File: config.mk
export PLATFORM = sky130hd
export DESIGN_NAME = debug_trace_fifo
export DESIGN_NICKNAME = d
export VERILOG_FILES = /design/src/rtl/debug_trace_fifo.sv
export SDC_FILE = /design/constraint.sdc
export NUM_CORES = 2
export LEC_CHECK = 0
export ABC_CLOCK_PERIOD_IN_PS = 9100
export BUFFER_PORTS_ARGS = -buffer_cell sky130_fd_sc_hd__buf_4
export CORE_ASPECT_RATIO = 1.5
export CORE_UTILIZATION = 36
export CTS_BUF_LIST = sky130_fd_sc_hd__clkbuf_4 sky130_fd_sc_hd__clkbuf_8 sky130_fd_sc_hd__clkbuf_16
export DETAILED_ROUTE_END_ITERATION = 10
export GPL_TIMING_DRIVEN = 0
export PLACE_DENSITY = 0.58
export SLEW_MARGIN = 15
export SYNTH_ARGS = -nofsm -noshare
export SYNTH_HDL_FRONTEND = slang
export SYNTH_SLANG_ARGS = --single-unit
File: constraint.sdc
create_clock -name clock -period 9.1 [get_ports clock]
set_input_delay 0.91 -clock clock [delete_from_list [all_inputs] [get_ports clock]]
set_output_delay 0.91 -clock clock [all_outputs]
set_load 0.005 [all_outputs]
File: src/rtl/debug_trace_fifo.sv
// Multi-lane commit-trace FIFO with sequence tagging, drop accounting and halt sequencing.
// Optional per-entry enqueue timestamp and out_cycle port when DEBUG_TRACE_TIMESTAMP_EN is defined.
module debug_trace_fifo #(
  parameter int NLANE = 2,
  parameter int DEPTH = 16,
  parameter int XLEN  = 32,
  parameter int SEQW  = 16
) (
  input  logic                     clock,
  input  logic                     reset_n,
  input  logic [NLANE-1:0]         in_valid,
  input  logic [NLANE*XLEN-1:0]    in_pc,
  input  logic [NLANE-1:0]         in_dev_access,
  input  logic [NLANE*XLEN-1:0]    in_dev_addr,
  input  logic [NLANE-1:0]         in_halt,
  input  logic                     clear,
  output logic                     out_valid,
  input  logic                     out_ready,
  output logic [XLEN-1:0]          out_pc,
  output logic                     out_dev_access,
  output logic [XLEN-1:0]          out_dev_addr,
  output logic                     out_halt,
  output logic [SEQW-1:0]          out_seq,
  output logic [$clog2(DEPTH):0]   level,
  output logic                     overflow,
  output logic [15:0]              drop_cnt,
  output logic                     halted,
`ifdef DEBUG_TRACE_TIMESTAMP_EN
  output logic [31:0]              out_cycle,
`endif
  output logic [1:0]               state_dbg
);

  localparam int AW = $clog2(DEPTH);
  localparam int LW = AW + 1;
  localparam int FW = LW + 1;

  typedef enum logic [1:0] {
    S_RUN    = 2'd0,
    S_DRAIN  = 2'd1,
    S_HALTED = 2'd2
  } state_t;

  state_t            state_q, state_d;
  logic [AW-1:0]     wr_ptr, rd_ptr;
  logic [LW-1:0]     count;
  logic [SEQW-1:0]   seq_q;
  logic              overflow_q;
  logic [15:0]       drop_q;

  logic [XLEN-1:0]   pc_mem   [DEPTH];
  logic              dev_mem  [DEPTH];
  logic [XLEN-1:0]   addr_mem [DEPTH];
  logic              halt_mem [DEPTH];
  logic [SEQW-1:0]   seq_mem  [DEPTH];

  logic [NLANE-1:0]  cand;
  logic [LW-1:0]     slot [NLANE];
  logic [LW-1:0]     n_cand;
  logic              cand_halt;
  logic [FW-1:0]     free_slots;
  logic              enq_en, pop, accept, drop;
  logic [16:0]       drop_sum;

  // Candidates are valid lanes in order, cut off after the first halt lane.
  always_comb begin
    cand      = '0;
    n_cand    = '0;
    cand_halt = 1'b0;
    for (int i = 0; i < NLANE; i++) begin
      slot[i] = n_cand;
      if (in_valid[i] && !cand_halt) begin
        cand[i] = 1'b1;
        n_cand  = n_cand + LW'(1);
        if (in_halt[i]) cand_halt = 1'b1;
      end
    end
  end

  assign out_valid  = (count != '0);
  assign pop        = out_valid && out_ready && !clear;
  assign enq_en     = (state_q == S_RUN) && !clear;
  assign free_slots = FW'(DEPTH) - FW'(count) + FW'(pop);
  assign accept     = enq_en && (n_cand != '0) && (FW'(n_cand) <= free_slots);
  assign drop       = enq_en && (FW'(n_cand) > free_slots);
  assign drop_sum   = {1'b0, drop_q} + 17'(n_cand);

  always_comb begin
    state_d = state_q;
    case (state_q)
      S_RUN:   if (accept && cand_halt) state_d = S_DRAIN;
      // The halt entry is always the last one queued, so the final pop is the halt.
      S_DRAIN: if (pop && count == LW'(1)) state_d = S_HALTED;
      default: state_d = state_q;
    endcase
  end

  always_ff @(posedge clock or negedge reset_n) begin
    if (!reset_n) begin
      state_q    <= S_RUN;
      wr_ptr     <= '0;
      rd_ptr     <= '0;
      count      <= '0;
      seq_q      <= '0;
      overflow_q <= 1'b0;
      drop_q     <= '0;
    end else if (clear) begin
      state_q    <= S_RUN;
      wr_ptr     <= '0;
      rd_ptr     <= '0;
      count      <= '0;
      seq_q      <= '0;
      overflow_q <= 1'b0;
      drop_q     <= '0;
    end else begin
      state_q <= state_d;
      if (accept) begin
        wr_ptr <= wr_ptr + AW'(n_cand);
        seq_q  <= seq_q + SEQW'(n_cand);
      end
      if (pop) rd_ptr <= rd_ptr + AW'(1);
      count <= count + (accept ? n_cand : '0) - LW'(pop);
      if (drop) begin
        overflow_q <= 1'b1;
        drop_q     <= drop_sum[16] ? 16'hFFFF : drop_sum[15:0];
      end
    end
  end

  always_ff @(posedge clock) begin
    if (accept) begin
      for (int i = 0; i < NLANE; i++) begin
        if (cand[i]) begin
          pc_mem  [wr_ptr + AW'(slot[i])] <= in_pc[i*XLEN +: XLEN];
          dev_mem [wr_ptr + AW'(slot[i])] <= in_dev_access[i];
          addr_mem[wr_ptr + AW'(slot[i])] <= in_dev_addr[i*XLEN +: XLEN];
          halt_mem[wr_ptr + AW'(slot[i])] <= in_halt[i];
          seq_mem [wr_ptr + AW'(slot[i])] <= seq_q + SEQW'(slot[i]);
        end
      end
    end
  end

  // Head data is gated so an empty FIFO presents zeros rather than stale storage.
  assign out_pc         = out_valid ? pc_mem[rd_ptr]   : '0;
  assign out_dev_access = out_valid ? dev_mem[rd_ptr]  : 1'b0;
  assign out_dev_addr   = out_valid ? addr_mem[rd_ptr] : '0;
  assign out_halt       = out_valid ? halt_mem[rd_ptr] : 1'b0;
  assign out_seq        = out_valid ? seq_mem[rd_ptr]  : '0;
  assign level          = count;
  assign overflow       = overflow_q;
  assign drop_cnt       = drop_q;
  assign halted         = (state_q == S_HALTED);
  assign state_dbg      = state_q;

`ifdef DEBUG_TRACE_TIMESTAMP_EN
  logic [31:0] cycle_q;
  logic [31:0] cycle_mem [DEPTH];

  // Free-running; deliberately untouched by clear.
  always_ff @(posedge clock or negedge reset_n) begin
    if (!reset_n) cycle_q <= '0;
    else          cycle_q <= cycle_q + 32'd1;
  end

  always_ff @(posedge clock) begin
    if (accept) begin
      for (int i = 0; i < NLANE; i++) begin
        if (cand[i]) cycle_mem[wr_ptr + AW'(slot[i])] <= cycle_q;
      end
    end
  end

  assign out_cycle = out_valid ? cycle_mem[rd_ptr] : '0;
`endif

endmodule

# --- After elaboration in Yosys (flattened, before gate mapping) ---
# Memories as Yosys holds them, arrays and structs flattened.
# Index checks and enable logic that the tools add are counted.
word_totals:
  register_bits: 48
  latchBits: 0
  ramBits: 1312
  romBits: 0
  input_bits: 138
  out_inout_bits: 108
  elab_cells: 85
  mem_count: 5
memory_table:
  columns: ["name", "words", "width", "read_ports", "rd_ports_with_merged_regs", "write_ports", "line_no", "rtl"]
  rows:
  - ["addr_mem", 16, 32, 1, 0, 2, "53", "logic [XLEN-1:0] addr_mem [DEPTH];"]
  - ["pc_mem", 16, 32, 1, 0, 2, "51", "logic [XLEN-1:0] pc_mem [DEPTH];"]
  - ["seq_mem", 16, 16, 1, 0, 2, "55", "logic [SEQW-1:0] seq_mem [DEPTH];"]
  - ["dev_mem", 16, 1, 1, 0, 2, "52", "logic dev_mem [DEPTH];"]
  - ["halt_mem", 16, 1, 1, 0, 2, "54", "logic halt_mem [DEPTH];"]
classes:
  addsub: 11
  mul: 0
  n_div: 0
  n_lt_le_gt_ge: 2
  n_eq_ne: 5
  n_shift: 0
  n_mux: 36
  bitwise: 0
  reduce_logical: 19
op_table:
  columns: ["op", "n"]
  rows:
  - ["16-bit two-way mux", 6]
  - ["32-bit two-way mux", 2]
  - ["16-bit by 5-bit adder with 17-bit output", 1]
  - ["1-bit two-way mux", 17]
  - ["16-bit by 1-bit adder with 16-bit output", 1]
  - ["16-bit by 5-bit adder with 16-bit output", 1]
  - ["4-bit two-way mux", 4]
  - ["5-bit two-way mux", 3]
  - ["5-bit nonzero test", 2]
  - ["1-bit logical AND", 9]
  - ["6-bit by 1-bit adder with 6-bit output", 1]
  - ["5-bit by 6-bit > comparator with 1-bit output", 1]
  - ["5-bit by 6-bit less-or-equal comparator with 1-bit output", 1]
  - ["2-bit two-way mux", 3]
  - ["2-bit nonzero test", 3]
  - ["5-bit by 5-bit subtractor with 6-bit output (first input constant)", 1]
  - ["5-bit by 1-bit adder with 5-bit output (second input constant)", 1]
  - ["5-bit adder", 1]
  - ["5-bit by 1-bit == test with 1-bit output (second input constant)", 1]
  - ["5-bit by 1-bit subtractor with 5-bit output", 1]
  - ["4-bit by 1-bit adder with 4-bit output", 1]
  - ["4-bit by 1-bit adder with 4-bit output (second input constant)", 1]
  - ["4-bit adder", 1]
  - ["2-bit one-hot mux with 2 select lines", 1]
  - ["8 further kinds", 9]

# --- Depth between registers and ports, before layout ---
depth:
  depth_word: 12
  depth_mapped: 26
  depth_no_buf: 24

# --- Worst setup path after synthesis ---
# Ideal clock, no wire load.
synth_path:
  kind: "in2reg"
  start: "in clear"
  end: "mem addr_mem[0][0] (enable)"
  setup_time_ns: 0.636
  arrival_ns: 9.330
  required_time_ns: 8.464
  setup_slack_ns: -0.866
  path_stages: 14
  path_buffers: 2
  path_cell_list: "buf_2 -> inv_1 -> buf_1 -> nand3_1 -> ha_1 -> inv_1 -> ha_1 -> inv_1 -> ha_1 -> nor2b_1 -> o211ai_1 -> a22oi_2 -> or4_1 -> o21ai_0"
synth_lines:
  columns: ["element", "line_no", "rtl"]
  rows:
  - ["from (decl)", "16", "input logic clear,"]
  - ["to (decl)", "53", null]

==> impl_metrics.tcl <==
set metrics [dict create \
    slew_headroom_pct 9.94 \
    design_area_mm2 0.0830 \
    track_usage_pct 24.3 \
    syn_area_mm2 0.0708 \
    post_cts.repair.setup_buffers 0 \
    critical_path_required_ns 9.59 \
    routed.top_layer "met5" \
    hold_path.class "in -> async" \
    final_antenna_net_count 0 \
    tightest_slew_ns 1.35 \
    routabilityCongestion 0.912 \
    rsz0062_at_grt "no" \
    ys_seq_elements 1360 \
    dp_hpwl_um 175000 \
    syn2layout_area_growth_pct 17.2 \
    vias_per_cell 5.87 \
    ys.flop_type "edfxtp_1" \
    yosysWarnings 0 \
    grt_max_degree 49 \
    drive_gt1_share_pct 40.1 \
    timing.final.crit_share_pct 80.9 \
    end_kind "register" \
    post-place-ws_ns 1.78 \
    hold_violations 0 \
    ctsRootBufferMaster "clkbuf_16" \
    clk_latency_ns 0.82 \
    period_minus_slack_ns 7.37 \
    hold_slack_ns 0.183 \
    drt_iter0_markers 4419 \
    die_w_um 364 \
    fin_util_pct 42.4 \
    ys_async_sr_fraction_pct 3.53 \
    layout_common_cells "1,312 x edfxtp_1, 702 x mux2_2, 410 x mux4_2, 316 x clkbuf_1, 272 x a32o_1" \
    cts.clk_slew.worst_paths_ns 0.06 \
    clock.fmax_mhz 136 \
    cts_tree "built" \
    wl_met1_um 87600 \
    wl_um 243000 \
    clkSinkCount 1360 \
    power_density_mw_per_mm2 229 \
    maxCapViolCount 0 \
    n_fill_cell 17700 \
    wl_met3_um 17100 \
    htreeDepth 4 \
    syn_inst 4305 \
    nNetsFinal 4956 \
    synth_edf_count 1312 \
    wl_per_cell_um 32.3 \
    cts_resized 0 \
    hold_buffers 0 \
    die_h_um 545 \
    grt_pass1_wl_um 343000 \
    row_count 199 \
    tns_ns 0 \
    io_buffers 243 \
    core_area_mm2 0.196 \
    irDropWorstVdd_v 0.000141 \
    yosys.cell_types.count 75 \
    maxSlewViolCount 0 \
    status "complete, no violations" \
    met2WireLength_um 125000 \
    fp.dieArea_mm2 0.198 \
    start_util_pct 36.2 \
    io_pins 246 \
    ys_seq_area_share_pct 57.4 \
    synth_nets 4472 \
    grt_pass1_vias 46300 \
    syn_area_per_cell_um2 16.4 \
    num_vias 44200 \
    crit_arrival_ns 7.86 \
    antenna_found_initial 24 \
    final_common_cell "edfxtp_1" \
    place_area_mm2 0.0783 \
    first_pass_iters 8 \
    crit_type "reg -> reg" \
    critPathLaunchType "register" \
    clk_path_buf_depth 4 \
    grt_overflow 0 \
    leakagePower_nw 27.3 \
    worst_slack_ns 1.73 \
    report.final.setup_viol 0 \
    drc 0 \
    clock_skew_ns 0.0465 \
    crit_fanout 20 \
    cts_inserted_buffers 150 \
]
-- synth_stat cells (all sizes together), types with 10 or more instances --
cell type	number	area [um^2]
a32o	272	2720
buf	190	1100
and3	10	62.6
o21ai	25	129
mux4	410	9230
nor3	156	1110
ha	25	313
clkbuf	329	1230
a21oi	15	78.8
nor2	35	181
edfxtp	1312	39400
xor2	178	1590
inv	23	86.3
or3	10	62.6
nand3	90	528
mux2	816	9190
xnor2	56	517
dfrtp	48	1200
nand2	50	193
and2	86	538
nor4	36	240
nand4	46	303
-- metal layers --
metal	global-route usage, %	up-vias
li1	-	18500
met1	28.4	23100
met2	43.1	2016
met3	4.01	541
met4	11.6	24
met5	0	-
-- state kept, by name, summed over array words and instances, names as in the netlist, 4 cells and up --
name      count
addr_mem    512
pc_mem      512
seq_mem     256
dev_mem      16
drop_cnt     16
halt_mem     16
seq_q        16
level         5
rd_ptr        4
wr_ptr        4
-- cell families after synthesis --
kind of cell	count (synthesis)	share of synthesized area (%)
AO/OA/AOI/OAI	370	4.83
XOR/XNOR	234	2.97
adder cells (fa/ha/maj)	29	0.555
buffers and inverters	542	3.43
flip-flops	1360	57.4
multiplexers	1232	26.1
AND/OR/NAND/NOR	538	4.75
-- through the flow --
| stage | cells | power (mW) |
|---|---|---|
| detailed placement | 7250 | 13.1 |
| CTS | 7508 | 19.1 |
| finish | 7522 | 19.0 |
| global route | 7509 | 19.6 |
| global placement | 7161 | 13.1 |
| floorplan | 4305 | 10.7 |
-- critical path, stage by stage, from the launching register on --
cell and delay [ns]:
dfrtp_1 0.45, inv_1 0.14, ha_1 0.20, nor3b_1 0.36, nand2b_1 0.47, clkbuf_2 0.47
buf_12 0.29, nand3_1 0.14, ha_1 0.22, inv_1 0.05, ha_1 0.27, inv_1 0.04
ha_1 0.30, nor2b_1 0.13, o211ai_1 0.49, a21oi_2 0.25, nor2_1 0.35, clkbuf_1 0.78
clkbuf_1 0.58, o2bb2ai_4 0.33, buf_16 0.22, buf_12 0.22, buf_12 0.21
-- path summary, 6_finish.rpt --
check / startpoint / endpoint / slack [ns] / cells after the start
max: level[3]$_DFF_PN0_ / addr_mem[13][12]$_DFFE_PP_ / 1.73 / 22
min: reset_n / seq_q[3]$_DFFE_PN0P_ / 0.18 / 1
max reg2reg: level[3]$_DFF_PN0_ / addr_mem[13][12]$_DFFE_PP_ / 1.73 / 22
min reg2reg: overflow$_DFFE_PN0P_ / overflow$_DFFE_PN0P_ / 0.50 / 1
max in group asynchronous: reset_n / level[0]$_DFF_PN0_ / 8.37 / 1
min in group clock: in_pc[59] / pc_mem[4][27]$_DFFE_PP_ / 0.45 / 2
-- cell type report --
cell class | instances | area, um^2 | share of cell area, %
clock buffers | 178 | 4020 | 4.85
plain buffers | 519 | 2360 | 2.84
repair buffers | 332 | 4020 | 4.84
well taps | 2613 | 3270 | 3.94
clock inverters | 80 | 637 | 0.768
diodes | 14 | 35.0 | 0.0422
multi-input cells | 2403 | 27900 | 33.7
inverters | 23 | 86.3 | 0.104
flip-flops and latches | 1360 | 40600 | 48.9
-- report_power, final --
part / total [mW] / leakage [nW] / switching, mW / internal, mW
logic: 5.65 / 12.5 / 3.17 / 2.48
registers: 7.30 / 12.5 / 0.104 / 7.20
clock network: 6.03 / 2.32 / 2.60 / 3.43
total: 19.0 / 27.3 / 5.87 / 13.1
Power figures use the tool's default switching activity.
